### src/rtl/dmem_pkg.sv
// rtl/dmem_pkg.sv - shared access codes, FSM state encoding and access classification helpers
//
// Purpose: definitions shared by the data-memory controller and the upstream
// load/store formatting logic.
//   ACC_*        4-bit access codes (8..15 are invalid)
//   state_e      controller FSM state encoding
//   acc_invalid  high for codes outside LW..SB
//   acc_misalign high when the access is not naturally aligned to its size
//   acc_is_load  high for LW/LH/LB/LHU/LBU

package dmem_pkg;

  localparam logic [3:0] ACC_LW  = 4'd0;
  localparam logic [3:0] ACC_LH  = 4'd1;
  localparam logic [3:0] ACC_LB  = 4'd2;
  localparam logic [3:0] ACC_LHU = 4'd3;
  localparam logic [3:0] ACC_LBU = 4'd4;
  localparam logic [3:0] ACC_SW  = 4'd5;
  localparam logic [3:0] ACC_SH  = 4'd6;
  localparam logic [3:0] ACC_SB  = 4'd7;

  typedef enum logic [2:0] {
    ST_IDLE  = 3'd0,
    ST_READ  = 3'd1,
    ST_WAIT  = 3'd2,
    ST_WRITE = 3'd3,
    ST_DONE  = 3'd4
  } state_e;

  // Every valid code has bit 3 clear.
  function automatic logic acc_invalid(input logic [3:0] acc);
    return acc[3];
  endfunction

  // Byte accesses can never be misaligned.
  function automatic logic acc_misalign(input logic [3:0] acc, input logic [1:0] addr_lo);
    logic mis;
    case (acc)
      ACC_LW, ACC_SW:          mis = (addr_lo != 2'b00);
      ACC_LH, ACC_LHU, ACC_SH: mis = addr_lo[0];
      default:                 mis = 1'b0;
    endcase
    return mis;
  endfunction

  function automatic logic acc_is_load(input logic [3:0] acc);
    return (acc == ACC_LW) || (acc == ACC_LH) || (acc == ACC_LB) ||
           (acc == ACC_LHU) || (acc == ACC_LBU);
  endfunction

endpackage

### src/rtl/dmem_lane_fmt.sv
// rtl/dmem_lane_fmt.sv - combinational byte/halfword extract and merge for the data RAM
//
// Purpose: selects the addressed lane of a RAM word for loads (with sign or
// zero extension) and builds the write word for stores.
// Ports:
//   rd_word   in  32  word read back from RAM
//   wdata     in  32  store data (low bits used for SH/SB)
//   addr_lo   in  2   byte offset within the word
//   access    in  4   access code
//   load_val  out 32  extended load result, 0 for non-load codes
//   merged    out 32  word to write: wdata for SW, rd_word with one lane replaced for SH/SB

module dmem_lane_fmt
  import dmem_pkg::*;
(
  input  logic [31:0] rd_word,
  input  logic [31:0] wdata,
  input  logic [1:0]  addr_lo,
  input  logic [3:0]  access,
  output logic [31:0] load_val,
  output logic [31:0] merged
);

  logic [7:0]  byte_sel;
  logic [15:0] half_sel;

  always_comb begin
    byte_sel = 8'h00;
    case (addr_lo)
      2'd0: byte_sel = rd_word[7:0];
      2'd1: byte_sel = rd_word[15:8];
      2'd2: byte_sel = rd_word[23:16];
      2'd3: byte_sel = rd_word[31:24];
      default: byte_sel = 8'h00;
    endcase
    half_sel = addr_lo[1] ? rd_word[31:16] : rd_word[15:0];
  end

  always_comb begin
    load_val = 32'h0;
    case (access)
      ACC_LW:  load_val = rd_word;
      ACC_LH:  load_val = {{16{half_sel[15]}}, half_sel};
      ACC_LB:  load_val = {{24{byte_sel[7]}}, byte_sel};
      ACC_LHU: load_val = {16'h0, half_sel};
      ACC_LBU: load_val = {24'h0, byte_sel};
      default: load_val = 32'h0;
    endcase
  end

  always_comb begin
    merged = rd_word;
    case (access)
      ACC_SW: merged = wdata;
      ACC_SH: begin
        if (addr_lo[1]) merged[31:16] = wdata[15:0];
        else            merged[15:0]  = wdata[15:0];
      end
      ACC_SB: begin
        case (addr_lo)
          2'd0: merged[7:0]   = wdata[7:0];
          2'd1: merged[15:8]  = wdata[7:0];
          2'd2: merged[23:16] = wdata[7:0];
          2'd3: merged[31:24] = wdata[7:0];
          default: merged = rd_word;
        endcase
      end
      default: merged = rd_word;
    endcase
  end

endmodule

### src/rtl/dmem_rmw_ctrl.sv
// rtl/dmem_rmw_ctrl.sv - sequential load / read-modify-write controller for a single-port data RAM
//
// Purpose: runs loads as read-and-extract and SH/SB as read-modify-write so the
// RAM needs no byte enables. One access in flight at a time.
// Ports:
//   clk, rstn                  clock, asynchronous active-low reset
//   req_valid/req_ready        request handshake (ready only while idle)
//   req_addr/req_access/req_wdata  byte address, access code, store data
//   resp_valid/resp_rdata/resp_err one-cycle completion with load result or error
//   mem_addr/mem_re/mem_we/mem_wdata/mem_rdata  RAM port, read data one cycle after mem_re

module dmem_rmw_ctrl
  import dmem_pkg::*;
#(
  parameter int ADDR_W  = 32,
  parameter int DEPTH_W = 10
) (
  input  logic               clk,
  input  logic               rstn,
  input  logic               req_valid,
  output logic               req_ready,
  input  logic [ADDR_W-1:0]  req_addr,
  input  logic [3:0]         req_access,
  input  logic [31:0]        req_wdata,
  output logic               resp_valid,
  output logic [31:0]        resp_rdata,
  output logic               resp_err,
  output logic [DEPTH_W-1:0] mem_addr,
  output logic               mem_re,
  output logic               mem_we,
  output logic [31:0]        mem_wdata,
  input  logic [31:0]        mem_rdata
);

  localparam int LA_W = DEPTH_W + 2;

  state_e            state_q, state_d;
  logic [LA_W-1:0]   addr_q, addr_d;
  logic [3:0]        access_q, access_d;
  logic [31:0]       wdata_q, wdata_d;
  logic [31:0]       rd_word_q, rd_word_d;
  logic              err_q, err_d;

  logic              accept;
  logic              req_err;
  logic [31:0]       load_val;
  logic [31:0]       merged;

  // Address bits above the RAM depth do not select anything.
  logic addr_hi_unused;
  assign addr_hi_unused = ^req_addr[ADDR_W-1:LA_W];

  assign accept  = req_valid && (state_q == ST_IDLE);
  assign req_err = acc_invalid(req_access) || acc_misalign(req_access, req_addr[1:0]);

  dmem_lane_fmt u_lane_fmt (
    .rd_word  (rd_word_q),
    .wdata    (wdata_q),
    .addr_lo  (addr_q[1:0]),
    .access   (access_q),
    .load_val (load_val),
    .merged   (merged)
  );

  // State and datapath registers.
  always_ff @(posedge clk or negedge rstn) begin
    if (!rstn) begin
      state_q   <= ST_IDLE;
      addr_q    <= '0;
      access_q  <= 4'h0;
      wdata_q   <= 32'h0;
      rd_word_q <= 32'h0;
      err_q     <= 1'b0;
    end else begin
      state_q   <= state_d;
      addr_q    <= addr_d;
      access_q  <= access_d;
      wdata_q   <= wdata_d;
      rd_word_q <= rd_word_d;
      err_q     <= err_d;
    end
  end

  // Next state and register updates.
  always_comb begin
    state_d   = state_q;
    addr_d    = addr_q;
    access_d  = access_q;
    wdata_d   = wdata_q;
    rd_word_d = rd_word_q;
    err_d     = err_q;
    unique case (state_q)
      ST_IDLE: begin
        if (accept) begin
          addr_d   = req_addr[LA_W-1:0];
          access_d = req_access;
          wdata_d  = req_wdata;
          err_d    = req_err;
          if (req_err)                   state_d = ST_DONE;
          else if (req_access == ACC_SW) state_d = ST_WRITE;
          else                           state_d = ST_READ;
        end
      end
      ST_READ: state_d = ST_WAIT;
      ST_WAIT: begin
        rd_word_d = mem_rdata;
        state_d   = acc_is_load(access_q) ? ST_DONE : ST_WRITE;
      end
      ST_WRITE: state_d = ST_DONE;
      ST_DONE:  state_d = ST_IDLE;
      default:  state_d = ST_IDLE;
    endcase
  end

  // Moore outputs: derived only from state and registers.
  always_comb begin
    req_ready  = (state_q == ST_IDLE);
    resp_valid = (state_q == ST_DONE);
    resp_err   = (state_q == ST_DONE) && err_q;
    resp_rdata = ((state_q == ST_DONE) && !err_q) ? load_val : 32'h0;
    mem_addr   = (state_q == ST_IDLE) ? '0 : addr_q[LA_W-1:2];
    mem_re     = (state_q == ST_READ);
    mem_we     = (state_q == ST_WRITE);
    mem_wdata  = (state_q == ST_WRITE) ? merged : 32'h0;
  end

endmodule
### config.mk
export PLATFORM = sky130hd
export DESIGN_NAME = dmem_rmw_ctrl
export DESIGN_NICKNAME = d
export VERILOG_FILES = /design/src/rtl/dmem_pkg.sv /design/src/rtl/dmem_lane_fmt.sv /design/src/rtl/dmem_rmw_ctrl.sv
export SDC_FILE = /design/constraint.sdc
export NUM_CORES = 1
export LEC_CHECK = 0
export ABC_AREA = 0
export BUFFER_PORTS_ARGS = -buffer_cell sky130_fd_sc_hd__buf_2
export CAP_MARGIN = 10
export CORE_ASPECT_RATIO = 0.9
export CORE_MARGIN = 10
export CORE_UTILIZATION = 49
export CTS_CLUSTER_DIAMETER = 120
export DETAILED_ROUTE_END_ITERATION = 8
export GPL_TIMING_DRIVEN = 1
export PLACE_DENSITY = 0.8
export RECOVER_POWER = 100
export SYNTH_ARGS = -nofsm -noshare
export SYNTH_HDL_FRONTEND = slang
export SYNTH_HIERARCHICAL = 1
export SYNTH_SLANG_ARGS = --single-unit
export TNS_END_PERCENT = 20
### constraint.sdc
create_clock -name clk -period 2.8 [get_ports clk]
set_input_delay 0 -clock clk [delete_from_list [all_inputs] [get_ports clk]]
set_output_delay 0 -clock clk [all_outputs]
set_load 0.1 [all_outputs]
After elaboration in Yosys (flattened, before gate mapping)
Cells that the tools add are included.

Bits in registers: 84. Bits in latches: 0. Memory bits (writable): 0. Memory bits (read-only): 0. Input port bits: 103. Output and inout bits: 79. Word-level logic and storage cells: 61. Memories: 0.

Add/sub/neg operators: 0. Multipliers: 0. Divide/modulo/power cells: 0. Order comparisons: 0. Eq/ne operators: 19. Shifts and indexed selects: 0. Muxes and demuxes: 19. Bitwise gates (word level): 0. Reduce and logical (&&, ||, !) cells: 17.

Operator list (count): $pmux 32 s5 (1); $pmux 32 s3 (1); $mux 32 (2); $mux 16 (3); $mux 8 (4); $pmux 8 s4 (1); $eq 4x3->1 const B (6); $eq 4x2->1 const B (3); $pmux 3 s4 (1); $mux 10 (1); $mux 3 (3); $eq 4x1->1 const B (2); $logic_not 4->1 (2); $eq 3x2->1 const B (2); $logic_or 1x1->1 (5); $eq 2x2->1 const B (2); $eq 3x1->1 const B (1); $eq 3x3->1 const B (1); $logic_and 1x1->1 (3); $logic_not 3->1 (1); $reduce_or 3->1 (1); $eq 2x1->1 const B (1); $logic_not 2->1 (1); $mux 2 (1); 6 further kinds (6).

Longest topological paths before layout
Gate-level depths: netlist of run 1.

Word-level depth: 7. Depth in mapped cells: 8. Depth with buffers taken out: 5.

By module
Netlist of run 1, hierarchy kept.

Modules (own cells, without submodules): dmem_rmw_ctrl (times used 1, cells an instance 385, area each 3771.1 sq um, sequential area each 2102.0 sq um); dmem_lane_fmt (times used 1, cells an instance 226, area each 1506.4 sq um, sequential area each 0.0 sq um).

Least setup slack after synthesis of run 1
OpenSTA, ideal clock, no wires.

Kind: reg2out. Start point: reg state_q[0]. End point: out mem_addr[0]. Arrival time: 2.684 ns. Data required time: 2.800 ns. Setup slack: 0.116 ns. Stages on the path, launching flop included: 4. Path buffers: 1. Cell sequence: dfrtp_1 -> nor3_2 -> clkbuf_1 -> nor2b_1.

Longest elaborated chain between the ends: 2.

Ends and longest elaborated chain: start: declaration (line dmem_rmw_ctrl.sv:37) `state_e state_q, state_d;`; start signal: assignment (line dmem_rmw_ctrl.sv:75) `state_q <= state_d;`; $logic_not 3->1; via req_ready (line dmem_rmw_ctrl.sv:21) `output logic req_ready,`; $mux 10 (line dmem_rmw_ctrl.sv:121) `mem_addr = (state_q == ST_IDLE) ? '0 : addr_q[LA_W-1:2];`; end: declaration (line dmem_rmw_ctrl.sv:28) `output logic [DEPTH_W-1:0] mem_addr,`.

The timed path passes the listed nets, and every way through them passes these cells.

Final worst setup path of run 1
Start point: reg access_q[0]. End point: out mem_wdata[14].

Longest elaborated chain between the ends: 3. Elaborated cells on any way between the ends: 5. Those cells by class: eq/ne (3); mux (2).

Ends and longest elaborated chain: start: declaration (line dmem_rmw_ctrl.sv:39) `logic [3:0] access_q, access_d;`; start signal: assignment (line dmem_rmw_ctrl.sv:77) `access_q <= access_d;`; $eq 4x3->1 (line dmem_lane_fmt.sv:53) `case (access)`; $pmux 32 s3 * (line dmem_lane_fmt.sv:53); via merged[14] (line dmem_rmw_ctrl.sv:47) `logic [31:0] merged;`; $mux 32 * (line dmem_rmw_ctrl.sv:124) `mem_wdata = (state_q == ST_WRITE) ? merged : 32'h0;`; end: declaration (line dmem_rmw_ctrl.sv:31) `output logic [31:0] mem_wdata,`.

The timed path passes the listed nets; every way through them passes the cells marked *.

==> flow_metrics.tcl, run 1 <==
set metrics [dict create \
    place_ws_ns 0.399 \
    fin_area_um2 7750 \
    gr-total-overflow 0 \
    die_area_um2 15300 \
    critPathLaunchType "flip-flop" \
    worst_slack_ns 0.151 \
    fin_crit_sh 0.946 \
    period_minus_slack_ns 2.65 \
    worst-slew-pin-transition_ns 2.10 \
    wire_per_inst_um 20.1 \
    drt_wl_total_um 19600 \
    start_util 0.508 \
    fin_worst_skew_ns 0.00318 \
    antenna_found_initial 1 \
    tns_ns 0 \
    critPathKind "flip-flop to primary output" \
    final_util 0.747 \
    cp.required_ns 2.80 \
    nets 941 \
    antenna_left 0 \
    syn_area_um2 5280 \
    layout-drive-gt1-share 0.269 \
    cts-root-buf "clkbuf_16" \
    place_congestion 0.942 \
    cp-end-kind "primary output" \
    path_clk_slew_ns 0.07 \
    yosys.cell_types.count 57 \
    cts_tree "built" \
    netSwitchingFraction 0.508 \
    setup_viol_count_final 0 \
    pin_count 182 \
    hold_class "input port to flip-flop" \
    grtUsageTotal 0.254 \
    hold_viol 0 \
    power.internal_uw 4180 \
    remaining_drc_errors 0 \
    synth_seq_area_share 0.398 \
    nFillCells 691 \
    power_frac_seq 0.323 \
    grt_pass1_wl_um 31100 \
    clk-insertion-delay-late_ns 0.35 \
    synthCells 611 \
    power_frac_clock 0.158 \
    max_slew_margin -0.403 \
    drt_iter0_markers 623 \
    switching_power_uw 4310 \
    worstPathArrival_ns 2.65 \
    die_h_um 118 \
    final_max_slew_viol_count 85 \
    place_hpwl_um 13100 \
    synth-edff-count 0 \
    cap_viol_max_count 1 \
    irDropWorstVdd_mv 1.09 \
    placementRows 35 \
    ys_seq_elements 84 \
    io_buffers 161 \
    synthFlopType "dfrtp_1" \
    p_leak_uw 0.00365 \
    crit_path_start "access_q[0]" \
    via_per_inst 5.78 \
    firstDrtPassIters 8 \
    syn_area_per_cell_um2 8.64 \
    fp.dieW_um 129 \
    layout.cells.most_common "nand2_1" \
    cts.path.max_buffers 2 \
    ys_warn_count 6 \
    num_vias 5620 \
    combPwrFrac 0.519 \
    rsz0062_at_grt "no" \
    syn_nets 714 \
    power_density_nw_per_um2 1100 \
    cts_num_sinks 84 \
    cts_buffers 9 \
    synthArstFlopShare 1.00 \
    grt_pass1_vias 5654 \
    reg2reg_from "state_q[0]" \
    cts_max_level 3 \
    grt_max_degree 85 \
    placed_area_um2 6790 \
    coreArea_um2 10400 \
    failed_checks "capacitance limit, slew limit" \
    status "finished, violations left" \
    layout_common_cells "170 x nand2_1, 87 x buf_2, 82 x dfrtp_1, 81 x dlygate4sd3_1, 52 x and2_1" \
    hp-start "req_valid" \
    areaGrowthSynthToFinish_pct 46.8 \
    fmax_ghz 0.378 \
    cp_max_fo 20 \
]
## repair_timing
action	CTS	global route
hold buffers	81	0
endpoints found under the hold margin	166	0
resized for setup	0	2
setup buffers	0	0
endpoints found under the setup margin	0	35
## cell type report
type / count / area, µm² / share of cell area
multi-input combinational: 475 / 2900 / 0.374
timing repair buffer: 256 / 2210 / 0.285
sequential: 84 / 2100 / 0.272
clock buffer: 9 / 225 / 0.0291
tap: 129 / 161 / 0.0208
clock inverter: 7 / 103 / 0.0132
inverter: 12 / 45.0 / 0.00581
antenna: 1 / 2.50 / 0.000323
## final timing paths
| kind | slack (ns) | cells after the start | endpoint |
|---|---|---|---|
| max | 0.15 | 6 | mem_wdata[14] |
| min | 0.03 | 4 | addr_q[11] |
| max reg2reg | 0.33 | 5 | addr_q[7] |
| min reg2reg | 0.47 | 2 | addr_q[8] |
| max in group asynchronous | 0.63 | 2 | access_q[1] |
| min in group asynchronous | 0.81 | 2 | rd_word_q[23] |
## synth_stat cells, drive strengths merged (5+ instances only)
cell	n	share of area
o21ai	37	0.035
nor3	9	0.012
nor2b	23	0.028
mux2	33	0.070
a22oi	8	0.011
clkbuf	11	0.0085
nor2	16	0.013
mux2i	10	0.019
a21oi	20	0.019
buf	29	0.035
and2	66	0.078
dfrtp	84	0.40
a21boi	8	0.011
nand2	171	0.12
a221o	29	0.055
nand2b	5	0.0059
a22o	7	0.012
inv	11	0.0078
## critical path: stages, from the launching register on
cell and delay (ns):
dfrtp_2 0.57, and3b_1 0.28, nand2_1 0.11, nor3_2 0.46
a221o_1 0.24, and2_1 0.16, clkbuf_2 0.47
## per-layer routing
layer / GRT usage / vias up / routed length (µm)
met2: 0.407 / 385 / 9160
met3: 0.0836 / 70 / 2380
met5: 0 / - / 0
met1: 0.311 / 2614 / 7270
li1: - / 2551 / -
met4: 0.0895 / 0 / 765
## per-stage QoR
step / std cells / hold WS [ns] / power [µW]
after floorplan: 611 / -0.296 / 5800
after CTS: 972 / 0.0277 / 8430
after global routing: 973 / 0.0450 / 8940
after detailed placement: 875 / 0.193 / 6970
after global placement: 875 / 0.190 / 6810
final: 973 / 0.0339 / 8490
## power by group through the flow
| stage | combinational, µW | clock [µW] | sequential [µW] |
|---|---|---|---|
| after floorplan | 3590 | 0 | 2210 |
| final | 4410 | 1340 | 2740 |
| after global placement | 4150 | 0 | 2660 |
| after global routing | 4760 | 1400 | 2780 |
| after CTS | 4410 | 1350 | 2670 |
| after detailed placement | 4280 | 0 | 2690 |
## registers in the layout, indices dropped and copies added (netlist names)
name       cells
rd_word_q     32
wdata_q       32
addr_q        12
access_q       4
state_q        3
err_q          1
## cells by family after synthesis
kind of cell / after synthesis / share of synthesized area
simple gates: 303 / 0.280
flops: 84 / 0.398
mux: 44 / 0.0936
xor+xnor: 1 / 0.00166
buf+inv: 52 / 0.0517
compound gates: 127 / 0.175
Note: power is estimated with default switching activity, not from simulation.
==> run 2, diff against run 1 <==
--- a/config.mk
+++ b/config.mk
@@ -16,6 +16,7 @@
 export GPL_TIMING_DRIVEN = 1
 export PLACE_DENSITY = 0.8
 export RECOVER_POWER = 100
+export REMOVE_ABC_BUFFERS = 1
 export SYNTH_ARGS = -nofsm -noshare
 export SYNTH_HDL_FRONTEND = slang
 export SYNTH_HIERARCHICAL = 1
==> run 2 against run 1 <==
Compared with the run above:
- the flow still finishes with violations (capacitance limit, slew limit)
- clock skew is 0.0062 ns higher
- routed wire length is 1.7% higher
- sequential power is 5% lower
- total power is 1.0% higher
- first-iteration DRC count is 2.6% higher
- die area stayed put
- clock power hardly changed
- hold slack better by 0.14 ns
- global-route usage is 0.19 points higher
- final area is 2.7% higher
- critical path type unchanged
==> flow_metrics.tcl, run 2 (same netlist as run 1, synthesis figures left out) <==
set metrics [dict create \
    final_max_slew_viol_count 85 \
    cp.required_ns 2.80 \
    fmax_ghz 0.375 \
    clk-insertion-delay-late_ns 0.35 \
    firstDrtPassIters 5 \
    hold_class "input port to flip-flop" \
    holdPathStages 4 \
    wire_per_inst_um 20.3 \
    layout.cells.most_common "nand2_1" \
    reg2reg_from "state_q[2]" \
    worst-slew-pin-transition_ns 2.10 \
    grtUsageTotal 0.256 \
    grt_pass1_wl_um 31500 \
    reg_top3 "rd_word_q x32, wdata_q x32, addr_q x12" \
    layout-drive-gt1-share 0.280 \
    layout_common_cells "170 x nand2_1, 102 x buf_2, 84 x dfrtp_1, 81 x dlygate4sd3_1, 60 x and2_1" \
    final_util 0.766 \
    cts.path.max_buffers 2 \
    drt_wl_total_um 19900 \
    areaGrowthSynthToFinish_pct 50.7 \
    placed_area_um2 6840 \
    cts-root-buf "clkbuf_16" \
    setup_viol_count_final 0 \
    path_depth 8 \
    power.internal_uw 4270 \
    cts_max_level 3 \
    irDropWorstVdd_mv 0.746 \
    cts_setup_buffers 0 \
    hp-start "req_valid" \
    power_density_nw_per_um2 1080 \
    start_util 0.508 \
    cap_viol_max_count 1 \
    power_frac_seq 0.303 \
    cts_num_sinks 84 \
    switching_power_uw 4300 \
    coreArea_um2 10400 \
    die_area_um2 15300 \
    place_congestion 0.888 \
    gr-total-overflow 0 \
    hold_viol 0 \
    p_leak_uw 0.00378 \
    die_h_um 118 \
    fin_crit_sh 0.952 \
    slowest_delay_ns 0.51 \
    antenna_found_initial 1 \
    num_vias 5718 \
    cp_cell_sequence "buf_4, clkinv_1, nor3_2, clkbuf_2, a22oi_1, o21ai_0, and2_0, buf_12" \
    cts_buffers 9 \
    netSwitchingFraction 0.502 \
    fp.dieW_um 129 \
    period_minus_slack_ns 2.66 \
    via_per_inst 5.83 \
    cp_max_fo 14 \
    nets 948 \
    status "finished, violations left" \
    max_slew_margin -0.403 \
    pin_count 182 \
    fin_area_um2 7960 \
    remaining_drc_errors 0 \
    nFillCells 704 \
    antenna_left 0 \
    crit_buf_inv 4 \
    failed_checks "capacitance limit, slew limit" \
    io_buffers 161 \
    combPwrFrac 0.542 \
    cpMaxStageDelayCell "dfrtp_1" \
    tns_ns 0 \
    grt_pass1_vias 5697 \
    critPathKind "flip-flop to primary output" \
    place_hpwl_um 13600 \
    fin_worst_skew_ns 0.00934 \
    cp-end-kind "primary output" \
    cts_tree "built" \
    worstPathArrival_ns 2.66 \
    power_frac_clock 0.155 \
    placementRows 35 \
    reg2reg_depth 4 \
    path_clk_slew_ns 0.07 \
    rsz0062_at_grt "yes" \
    crit_family "buffers and inverters" \
    crit_path_start "access_q[0]" \
    drt_iter0_markers 639 \
    critPathLaunchType "flip-flop" \
    grt_max_degree 85 \
]
==> run 2: area by class of cell <==
class	instances	area (µm²)	area share
clock buffers	9	225	0.0283
flip-flops and latches	84	2100	0.264
diodes	1	2.50	0.000315
well taps	129	161	0.0203
inverters	12	45.0	0.00566
repair buffers	263	2420	0.304
multi-input cells	475	2900	0.364
clock inverters	7	98.8	0.0124
==> run 2: worst reg2reg max path, stage by stage, from the launching register on <==
cell and delay, ns:
dfrtp_1 0.45, nand2b_1 0.22, nor2_1 0.84, clkbuf_4 0.55, mux2_1 0.42
==> run 2: path summary, 6_finish.rpt <==
path,slack (ns),to
max,0.14,mem_wdata[22]
min,0.17,addr_q[4]
max reg2reg,0.19,rd_word_q[5]
min reg2reg,0.48,addr_q[9]
max in group asynchronous,0.72,rd_word_q[26]
min in group asynchronous,0.86,addr_q[5]
==> run 2: layer usage <==
layer  vias up  part of all wire  GRT usage
li1       2576                 -          -
met1      2772              0.39      0.318
met2       331              0.50      0.431
met3        39             0.086     0.0429
met4         0             0.025     0.0952
met5         -                 0          0
==> run 2: what timing repair did <==
item,4_1_cts,5_1_grt
endpoints found under the hold margin,164,0
resized for setup,0,2
setup endpoints to repair,0,7
hold buffers,81,0
==> run 2: per-stage QoR <==
step           worst slack [ns]  total power, µW  instances  hold slack, ns
6_report                  0.135             8580        980           0.174
3_5_place_dp              0.508             7010        882           0.193
5_1_grt                 -0.0235             9010        980           0.211
4_1_cts                  0.0865             8450        979           0.171
2_1_floorplan             -1.14             5590        571          -0.296
3_3_place_gp              0.579             6840        882           0.191
==> run 2: power by group through the flow <==
stage / Sequential (µW) / Combinational, µW / Clock (µW)
final: 2600 / 4650 / 1330
after floorplan: 2340 / 3250 / 0
after detailed placement: 2560 / 4450 / 0
after global routing: 2650 / 4980 / 1370
after global placement: 2520 / 4320 / 0
after CTS: 2550 / 4570 / 1330
==> run 3, diff against run 2 <==
--- a/config.mk
+++ b/config.mk
@@ -8,17 +8,17 @@
 export ABC_AREA = 0
 export BUFFER_PORTS_ARGS = -buffer_cell sky130_fd_sc_hd__buf_2
 export CAP_MARGIN = 10
+export CELL_PAD_IN_SITES_DETAIL_PLACEMENT = 0
+export CELL_PAD_IN_SITES_GLOBAL_PLACEMENT = 1
 export CORE_ASPECT_RATIO = 0.9
 export CORE_MARGIN = 10
-export CORE_UTILIZATION = 49
+export CORE_UTILIZATION = 41
 export CTS_CLUSTER_DIAMETER = 120
 export DETAILED_ROUTE_END_ITERATION = 8
 export GPL_TIMING_DRIVEN = 1
-export PLACE_DENSITY = 0.8
+export PLACE_DENSITY = 0.88
 export RECOVER_POWER = 100
-export REMOVE_ABC_BUFFERS = 1
 export SYNTH_ARGS = -nofsm -noshare
 export SYNTH_HDL_FRONTEND = slang
-export SYNTH_HIERARCHICAL = 1
 export SYNTH_SLANG_ARGS = --single-unit
 export TNS_END_PERCENT = 20
==> run 3 against run 2 <==
Compared with the run above:
- the flow still finishes with violations (capacitance limit, slew limit)
- synthesized cell count is 19% lower
- highest routed layer unchanged
- area after synthesis is 3.0% lower
- cell count is 10% lower
- critical endpoint is now mem_wdata[12]
==> flow_metrics.tcl, run 3 <==
set metrics [dict create \
    status "finished, violations left" \
    failed_checks "capacitance limit, slew limit" \
    synth_seq_area_share 0.411 \
    power_density_nw_per_um2 1170 \
    die_area_um2 17400 \
    antenna_left 0 \
    yosysTopAreaCell "dfrtp_1" \
    hold_class "input port to flip-flop" \
    worst_slack_ns 0.138 \
    power_frac_clock 0.156 \
    final_max_slew_viol_count 85 \
    cts_max_level 3 \
    cts_tree "built" \
    cts_buffers 9 \
    fp.dieW_um 138 \
    cts-root-buf "clkbuf_16" \
    fmax_ghz 0.376 \
    hp-start "req_valid" \
    grt_pass1_vias 5163 \
    coreArea_um2 12100 \
    irDropWorstVdd_mv 0.646 \
    yosys.area.top_type_share 0.411 \
    reg_top3 "rd_word_q x32, wdata_q x32, addr_q x12" \
    die_h_um 126 \
    via_per_inst 5.61 \
    crit_path_start "addr_q[1]" \
    switching_power_uw 4380 \
    critPathLaunchType "flip-flop" \
    netSwitchingFraction 0.495 \
    firstDrtPassIters 5 \
    num_vias 4950 \
    antenna_found_initial 0 \
    synthCells 492 \
    p_leak_uw 0.00312 \
    fin_area_um2 7570 \
    place_hpwl_um 13300 \
    setup_viol_count_final 0 \
    period_minus_slack_ns 2.66 \
    placed_area_um2 6750 \
    reg2reg_depth 5 \
    gr-total-overflow 0 \
    wire_per_inst_um 21.5 \
    yosys.cell_types.count 55 \
    syn_nets 595 \
    ys_seq_elements 84 \
    drt_wl_total_um 19000 \
    nets 821 \
    synthArstFlopShare 1.00 \
    path_clk_slew_ns 0.06 \
    power.internal_uw 4460 \
    worstReg2RegEnd "wdata_q[27]" \
    grt_max_degree 85 \
    remaining_drc_errors 0 \
    rsz0062_at_grt "no" \
    power_frac_seq 0.295 \
    clk-insertion-delay-late_ns 0.36 \
    layout-drive-gt1-share 0.403 \
    fin_crit_sh 0.951 \
    cap_viol_max_count 1 \
    r2r_slack_ns 0.44 \
    antenna_cells 0 \
    cp.required_ns 2.80 \
    combPwrFrac 0.549 \
    syn_area_um2 5120 \
    cts.path.max_buffers 2 \
    holdPathStages 3 \
    synth-edff-count 0 \
    cp-end-kind "primary output" \
    hold_viol 0 \
    areaGrowthSynthToFinish_pct 47.8 \
    synthFlopType "dfrtp_1" \
    reg2reg_from "state_q[0]" \
    synth_common_cells "84 x dfrtp_1, 76 x mux2_2, 45 x a21oi_1" \
    synth.most_common_cell "dfrtp_1" \
    ys_warn_count 0 \
    worst-slew-pin-transition_ns 2.07 \
    critPathKind "flip-flop to primary output" \
    place_ws_ns 0.419 \
    cts_num_sinks 84 \
    placementRows 38 \
    layout_common_cells "90 x buf_2, 84 x dfrtp_1, 81 x dlygate4sd3_1, 75 x mux2_2, 33 x clkbuf_2" \
    synthTopCellsByArea "dfrtp_1 41%, mux2_2 17%, mux2i_1 4.5%" \
    pin_count 182 \
    max_slew_margin -0.377 \
    min_to "err_q" \
    layout.cells.most_common "buf_2" \
    io_buffers 161 \
    cp_max_fo 13 \
    place_congestion 0.899 \
    drt_iter0_markers 398 \
    grt_pass1_wl_um 29400 \
    start_util 0.422 \
    fin_worst_skew_ns 0.00644 \
    grtUsageTotal 0.216 \
    worstPathArrival_ns 2.66 \
    syn_area_per_cell_um2 10.4 \
]
run 3: changes by cell type in the layout (fill, tap and decap cells not counted), sizes merged, moves of 9 or more:
cell    change
clkbuf     +38
nand3       +9
nand2     -141
a22oi      +13
and2       -63
o21ai      -12
a221o      -29
a21oi      +27
a222oi      +9
buf        -41
mux2       +43
mux2i      +13
run 3: power groups by stage:
stage,Clock (µW),Sequential (µW),Combinational (µW)
3_5_place_dp,0,2580,4850
3_3_place_gp,0,2540,4730
5_1_grt,1440,2660,5150
6_report,1380,2600,4850
4_1_cts,1390,2560,4960
2_1_floorplan,0,2200,4120
run 3: repair_timing:
item,4_1_cts,5_1_grt
resized for setup,0,1
endpoints found under the setup margin,0,10
endpoints found under the hold margin,166,0
hold buffers,81,0
setup buffers,0,0
run 3: worst max-delay path, cell delays in order, from the launching register on:
cell	delay, ns
dfrtp_1	0.72
inv_1	0.18
a21oi_1	0.45
o21ai_0	0.19
a21oi_1	0.28
buf_2	0.49
run 3: metrics by stage:
stage	hold WS (ns)	total power, µW	utilization	cells	TNS [ns]
after detailed placement	0.235	7430	0.557	786	0
after global routing	0.0896	9250	0.624	882	0
final	0.0449	8840	0.624	882	0
after CTS	0.0397	8910	0.652	882	0
after global placement	0.216	7280	0.557	786	0
after floorplan	-0.296	6310	-	492	-0.975
run 3: final cells by class:
type | count | area, µm²
clock buffers | 11 | 243
clock inverters | 4 | 97.6
fillers | 979 | 4560
inverters | 5 | 18.8
multi-input cells | 360 | 2890
flip-flops and latches | 84 | 2100
well taps | 160 | 200
repair buffers | 258 | 2020
run 3: cell families (layout without fill, tap and decap cells):
kind of cell,Yosys count,count (layout),synth area share
XOR/XNOR,1,1,0.00171
buffers and inverters,48,278,0.0545
AND/OR/NAND/NOR,122,122,0.139
flip-flops,84,84,0.411
AO/OA/AOI/OAI,138,138,0.182
multiplexers,99,99,0.212
run 3: how the worst max path moves through the flow:
stage                          to  slack (ns)  depth (start not counted)
floorplan           mem_wdata[31]       -0.21                          5
global placement    mem_wdata[22]        0.51                          5
detailed placement  mem_wdata[19]        0.42                          5
CTS                 mem_wdata[19]        0.03                          5
global route        mem_wdata[12]        0.04                          5
finish              mem_wdata[12]        0.14                          5
run 3: per-layer routing:
metal | GRT usage | vias to the layer above | routed length [µm]
li1 | - | 2270 | -
met1 | 0.274 | 2437 | 7820
met2 | 0.338 | 208 | 9110
met3 | 0.0660 | 35 | 1630
met4 | 0.0809 | 0 | 416
met5 | 0 | - | 0
